**config.mk**
```make
export PLATFORM = sky130hd
export DESIGN_NAME = arbitro_carga_ram
export DESIGN_NICKNAME = d
export VERILOG_FILES = /design/src/rtl/arbitro_carga_ram.sv
export SDC_FILE = /design/constraint.sdc
export NUM_CORES = 1
export LEC_CHECK = 0
export BUFFER_PORTS_ARGS = -buffer_cell sky130_fd_sc_hd__buf_4
export CAP_MARGIN = 5
export CORE_ASPECT_RATIO = 1.25
export CORE_MARGIN = 2
export CORE_UTILIZATION = 30
export CTS_BUF_LIST = sky130_fd_sc_hd__clkbuf_16
export DETAILED_ROUTE_END_ITERATION = 8
export GPL_ROUTABILITY_DRIVEN = 0
export HOLD_SLACK_MARGIN = 0.06
export PLACE_DENSITY = 0.57
export REMOVE_ABC_BUFFERS = 1
export SLEW_MARGIN = 15
export SYNTH_ARGS = -nofsm -noshare
export SYNTH_HDL_FRONTEND = slang
export SYNTH_SLANG_ARGS = --single-unit
```
**constraint.sdc**
```tcl
create_clock -name clock -period 3.3 [get_ports clock]
set_input_delay 0.165 -clock clock [delete_from_list [all_inputs] [get_ports clock]]
set_output_delay 0.165 -clock clock [all_outputs]
set_load 0.01 [all_outputs]
```
**src/rtl/arbitro_carga_ram.sv**
```systemverilog
// Program-loader sequencer and RAM-port arbiter for the SAP-1 core.
// Owns the single 16x8 RAM port: front panel in program mode, core in run mode.
module arbitro_carga_ram #(
    parameter int unsigned DEBOUNCE_CYCLES = 16
) (
    input  logic       clock,
    input  logic       clear,
    input  logic       prog_run,
    input  logic       wr_button,
    input  logic [3:0] mar_dip,
    input  logic [7:0] ram_dip,
    input  logic       cpu_req,
    input  logic       cpu_we,
    input  logic [3:0] cpu_addr,
    input  logic [7:0] cpu_wdata,
    output logic       cpu_gnt,
    output logic       cpu_rvalid,
    output logic [7:0] cpu_rdata,
    output logic       cpu_hold,
    output logic [3:0] ram_addr,
    output logic [7:0] ram_wdata,
    output logic       ram_we,
    input  logic [7:0] ram_rdata,
    output logic       wr_ack,
    output logic [4:0] load_count
);

    localparam logic [2:0] S_PROG  = 3'd0;
    localparam logic [2:0] S_DEB   = 3'd1;
    localparam logic [2:0] S_WRITE = 3'd2;
    localparam logic [2:0] S_REL   = 3'd3;
    localparam logic [2:0] S_RUN   = 3'd4;
    localparam logic [2:0] S_DRAIN = 3'd5;

    localparam logic [7:0] CNT_LAST = 8'(DEBOUNCE_CYCLES - 1);

    logic [1:0] run_sync_q;
    logic [1:0] btn_sync_q;
    logic       run_s;
    logic       btn_s;

    logic [2:0] state_q, state_d;
    logic [7:0] cnt_q, cnt_d;
    logic [4:0] load_q, load_d;
    logic       rvalid_q, rvalid_d;

    assign run_s = run_sync_q[1];
    assign btn_s = btn_sync_q[1];

    // Two-flop synchronisers for the asynchronous panel inputs
    always_ff @(posedge clock or posedge clear) begin
        if (clear) begin
            run_sync_q <= 2'b00;
            btn_sync_q <= 2'b00;
        end else begin
            run_sync_q <= {run_sync_q[0], prog_run};
            btn_sync_q <= {btn_sync_q[0], wr_button};
        end
    end

    // Sequencer state, debounce counter, loader count and read-valid flag
    always_ff @(posedge clock or posedge clear) begin
        if (clear) begin
            state_q  <= S_PROG;
            cnt_q    <= 8'd0;
            load_q   <= 5'd0;
            rvalid_q <= 1'b0;
        end else begin
            state_q  <= state_d;
            cnt_q    <= cnt_d;
            load_q   <= load_d;
            rvalid_q <= rvalid_d;
        end
    end

    // Next-state logic: debounce press, single write, debounce release
    always_comb begin
        state_d = state_q;
        cnt_d   = cnt_q;
        load_d  = load_q;
        unique case (state_q)
            S_PROG: begin
                if (run_s) begin
                    state_d = S_RUN;
                end else if (btn_s) begin
                    state_d = S_DEB;
                    cnt_d   = 8'd0;
                end
            end
            S_DEB: begin
                if (!btn_s) begin
                    state_d = S_PROG;
                end else if (run_s) begin
                    state_d = S_RUN;
                end else if (cnt_q == CNT_LAST) begin
                    state_d = S_WRITE;
                end else begin
                    cnt_d = cnt_q + 8'd1;
                end
            end
            S_WRITE: begin
                state_d = S_REL;
                cnt_d   = 8'd0;
                load_d  = (load_q == 5'd31) ? load_q : load_q + 5'd1;
            end
            S_REL: begin
                if (run_s) begin
                    state_d = S_RUN;
                end else if (btn_s) begin
                    cnt_d = 8'd0;
                end else if (cnt_q == CNT_LAST) begin
                    state_d = S_PROG;
                end else begin
                    cnt_d = cnt_q + 8'd1;
                end
            end
            S_RUN: begin
                if (!run_s) begin
                    state_d = S_DRAIN;
                end
            end
            S_DRAIN: begin
                state_d = S_PROG;
                load_d  = 5'd0;
            end
            default: begin
                state_d = S_PROG;
            end
        endcase
    end

    // RAM port mux and core handshake; core is held outside RUN
    always_comb begin
        cpu_hold  = 1'b1;
        cpu_gnt   = 1'b0;
        ram_we    = 1'b0;
        ram_addr  = mar_dip;
        ram_wdata = ram_dip;
        wr_ack    = 1'b0;
        rvalid_d  = 1'b0;
        unique case (state_q)
            S_RUN: begin
                cpu_hold  = 1'b0;
                cpu_gnt   = cpu_req;
                ram_addr  = cpu_addr;
                ram_wdata = cpu_wdata;
                ram_we    = cpu_req & cpu_we;
                rvalid_d  = cpu_req & ~cpu_we;
            end
            S_WRITE: begin
                ram_we = 1'b1;
                wr_ack = 1'b1;
            end
            default: begin
                cpu_hold = 1'b1;
            end
        endcase
    end

    assign cpu_rvalid = rvalid_q;
    assign cpu_rdata  = ram_rdata;
    assign load_count = load_q;

endmodule

```
# --- After elaboration in Yosys (flattened, before gate mapping) ---
# Cells that the tools add are included.
word_totals:
  reg_bits: 21
  inputBits: 38
  output_inout_bits: 30
  wordCells: 62
classes:
  add_sub_neg: 2
  n_eq_ne: 18
  n_mux: 27
  n_bitwise: 3
  reduce_logical: 6
op_table:
  columns: ["operator", "count"]
  rows:
  - ["two-way mux 8 bit", 8]
  - ["case mux 8 bit (4 select lines)", 1]
  - ["two-way mux 3 bit", 9]
  - ["case mux 3 bit (5 select lines)", 1]
  - ["!= test 2 bit (second input constant)", 7]
  - ["case mux 5 bit (2 select lines)", 1]
  - ["!= test 3 bit (second input constant)", 3]
  - ["adder 8 x 1 -> 8 bit (second input constant)", 1]
  - ["== test 8 x 4 -> 1 bit (second input constant)", 1]
  - ["== test 3 x 2 -> 1 bit (second input constant)", 2]
  - ["== test 3 bit (second input constant)", 2]
  - ["AND reduction 6 bit", 1]
  - ["adder 5 x 1 -> 5 bit (second input constant)", 1]
  - ["== test 5 bit (second input constant)", 1]
  - ["two-way mux 5 bit", 1]
  - ["AND reduction 5 bit", 1]
  - ["two-way mux 1 bit", 4]
  - ["two-way mux 4 bit", 1]
  - ["!= test 4 bit (second input constant)", 1]
  - ["nonzero test 4 bit", 1]
  - ["== test 3 x 1 -> 1 bit (second input constant)", 1]
  - ["logical NOT 3 bit", 1]
  - ["bitwise AND 1 bit", 2]
  - ["case mux 1 bit (2 select lines)", 1]
  - ["3 further kinds", 3]

# --- Longest topological paths before layout ---
depth:
  depth_word: 5
  ltp_mapped: 7
  ltp_nobuf: 7

# --- Least setup slack after synthesis ---
# No wires, ideal clock.
synth_timing:
  kind: "register -> register"
  startpoint: "register load_q[0], in the netlist load_count[0]"
  endpoint: "register load_q[0], in the netlist load_count[0]"
  setup_ns: 0.099
  arrival_ns: 1.531
  t_required_ns: 3.201
  path_slack_ns: 1.669
  path_stages_with_launch: 7
  path_buffers: 0
  synth_period_minus_slack_ns: 1.631
  cell_sequence: "dfrtp_1 -> ha_1 -> and3_1 -> ha_1 -> nor3_1 -> nor2_1 -> a311oi_1"
synth_via:
  elab_chain_len: 3
  elab_cells_between_ends: 6
  classes_between: "1 x add/sub; 2 x eq/ne; 2 x mux; 1 x reduce/logical"
synth_lines:
  columns: ["item", "line", "source"]
  rows:
  - ["start, declared", "44", "logic [4:0] load_q, load_d;"]
  - ["start signal, assigned", "71", "load_q <= load_d;"]
  - ["adder 5 x 1 -> 5 bit or == test 5 bit (tied branches)", "104", "load_d = (load_q == 5'd31) ? load_q : load_q + 5'd1;"]
  - ["two-way mux 5 bit or != test 2 bit (tied branches)", null, null]
  - ["case mux 5 bit (2 select lines) or AND reduction 2 bit (tied branches)", null, null]
# Parallel ways exist; a longest one is shown, timed or not. The select of a mux whose other input is x is not followed.
# A chain may end at the register's enable or synchronous reset.

# --- Worst setup path in the final report ---
layout_timing:
  startpoint: "register state_q[1]"
  endpoint: "output ram_wdata[6]"
layout_via:
  elab_chain_len: 2
layout_lines:
  columns: ["item", "line", "source"]
  rows:
  - ["start, declared", "42", "logic [2:0] state_q, state_d;"]
  - ["start signal, assigned", "69", "state_q <= state_d;"]
  - ["== test 3 bit", "141", "unique case (state_q)"]
  - ["two-way mux 8 bit", "141", null]
  - ["end, declared", "21", "output logic [7:0] ram_wdata,"]
# No other way between the ends.

==> out/qor.txt <==
Slowest-stage cell, CP: and2_0
CTS buffer count: 3
Die Span X: 62.34 µm
Worst hold slack: 0.06575 ns
CTS tree: yes
Critical path data required time: 3.13 ns
Setup Viol. Count Final: 0
# rows: 26
Via density: 5.100
DR WL/cell: 15.23 µm
Setup crit end kind: output pin
Top cells by area, synth: dfrtp_1, mux2_2, a21oi_1
Slew HR: 46.88%
Synth async-reset ratio: 100.0%
Post-layout min period: 2.382 ns
Post-synth top cells: dfrtp_1, a21oi_1, mux2_2
Flops & latches, synth: 21
Clock slew at reported path FFs: 0.06 ns
Seq/Total Area, Yosys: 41.18%
Cell count after synthesis: 130
Nets@finish: 217
EDFF count, synth: 0
Pwr dens: 485.9 nW/µm²
Vias: 1178
Unrepaired setup endpoints after global routing: no
CP Max Fanout: 14
Crit-path max cell delay: 0.65 ns
Final Cycle Share: 72.19%
Most used DFF post-synth: dfrtp_1
Die height: 76.92 µm
Fmax: 419.8 MHz
Setup WS pre-CTS: 1.187 ns
Fin Setup TNS: 0 ns
CP Launch Type: flip-flop
Largest net degree at the start of global routing: 22
CP Class: flip-flop to output pin
Fillers: 421
N_diodes: 0
Setup bufs post-CTS: 0
Max-Cap Viols: 0
Worst clock skew: 0.0009452 ns
Final worst slack: 0.9178 ns
Final wirelength: 3519 µm
Root buffer cell: clkbuf_16
H-tree level count: 1
Vias in the first global route: 1220
Worst-margin pin slew: 0.7959 ns
Post-synth top area share: 41.18%
Max Transition Viols Final: 0
IO Count: 68
Peak VDD IR: 0.2701 mV
Port Buffers: 51
Residual DRC: 0
Reg area: 525.5 µm²
DP Wirelength: 2716 µm
Synthesized area: 1276 µm²
Share of cells above drive strength 1: 40.00%
Tot GR Track Use: 15.02%
Critical-path cell list: nor2_1, and2_0, mux2_2, buf_4
Warnings from Yosys: 0
Initial antenna violation count: 0
Outcome: finished clean
Area after DPL: 1652 µm²
DRT Pass-1 Iters: 4
Cell accounting for the most synthesized area: dfrtp_1
Worst-Skew Late Latency: 0.26 ns
Post-synth cell types: 39
Fin. Hold Viols: 0
Congestion Overflow GR: 0
Area of the multi-input gates: 658.1 µm²
Design area: 1752 µm²
Resized cells post-CTS: 0
Detail Route Antenna Nets: 0
Top-count cell post-synth: dfrtp_1
CTS Sinks: 21
Avg Inst Size Synth: 9.817 µm²
Worst Path Arrival: 2.22 ns
Core area: 4099 µm²
DIE AREA: 4795 µm²
First-pass GRT wire length: 5768 µm
Starting Density: 31.14%
Worst hold path type: primary input to async pin
Max clock buf depth: 2
P&R area growth vs syn: 37.25%
DR iter-0 viols: 45
P_leak: 0.8225 nW
## stage by stage
step,cells,util (%),power (mW)
after floorplan,118,-,0.4662
final,231,42.74,0.8512
after detailed placement,225,40.29,0.5941
after global routing,231,42.74,0.8964
after global placement,225,40.29,0.5857
after CTS,231,42.74,0.8592
## cell families after synthesis
logic type               synth area share, %
AO/OA/AOI/OAI                          19.51
XOR/XNOR                              0.6864
adder cells (fa/ha/maj)                4.510
buffers and inverters                  7.255
flip-flops                             41.18
multiplexers                           11.47
AND/OR/NAND/NOR                        15.39
## critical path: cells and delay by family (launching register included)
family	cells	cell delay, ns
and+or+nand+nor	2	0.85
DFF	1	0.53
muxes	1	0.43
buffers and inverters	1	0.15
## final timing paths
kind	start	endpoint	slack, ns	depth (start not counted)
setup / recovery	state_q[1]	ram_wdata[6]	0.92	4
hold / removal	clear	cnt_q[0]	0.07	2
setup reg to reg	load_count[0]	load_count[0]	1.37	6
hold reg to reg	run_sync_q[0]	run_sync_q[1]	0.35	0
max in group asynchronous	clear	cnt_q[6]	2.74	2
min in group clock	cpu_we	cpu_rvalid	0.07	2
## cells in the final DEF, fill, tap and decap left out, types with 2 or more instances in the layout
| cell | n |
|---|---|
| inv_1 | 4 |
| maj3_1 | 2 |
| o21ai_0 | 5 |
| or3_1 | 2 |
| a311oi_1 | 2 |
| mux2_2 | 13 |
| nor2_1 | 9 |
| dlygate4sd3_1 | 2 |
| nor3_1 | 4 |
| ha_1 | 3 |
| and3_1 | 2 |
| and4_1 | 2 |
| clkbuf_16 | 3 |
| nand2_1 | 4 |
| buf_4 | 51 |
| o22ai_1 | 3 |
| dfrtp_1 | 21 |
| nor2b_1 | 3 |
| nand2b_1 | 3 |
| a21oi_1 | 13 |
| a211oi_1 | 2 |
| a21o_1 | 4 |
## repair_timing
item                       in CTS  in global routing
setup endpoints to repair       0                  0
hold endpoints to repair        2                  0
hold buffers                    2                  0
## final cells by class
class | count | share of cell area, %
multi-input combinational | 93 | 37.57
sequential | 21 | 30.00
timing repair buffer | 53 | 23.00
clock buffer | 3 | 4.286
tap | 56 | 4.000
inverter | 4 | 0.8571
clock inverter | 1 | 0.2857
## registers in the layout, summed over array words and instances, names as in the netlist
register and flops:
cnt_q 8, load_count 5, state_q 3, btn_sync_q 2
run_sync_q 2, cpu_rvalid 1
## power breakdown
part           total, mW  leakage (nW)  switching [mW]  internal, mW
sequential         0.308         0.279          0.0340         0.274
clock              0.260        0.0409          0.0968         0.163
combinational      0.283         0.503           0.129         0.154
## routing by layer
layer | GRT usage (%) | vias up | part of all wire [%]
li1 | - | 566 | -
met1 | 17.01 | 576 | 42
met2 | 26.52 | 30 | 53
met3 | 4.252 | 6 | 3.6
met4 | 6.000 | 0 | 1.8
met5 | 0 | - | 0
Note: power is estimated with default switching activity, not from simulation.
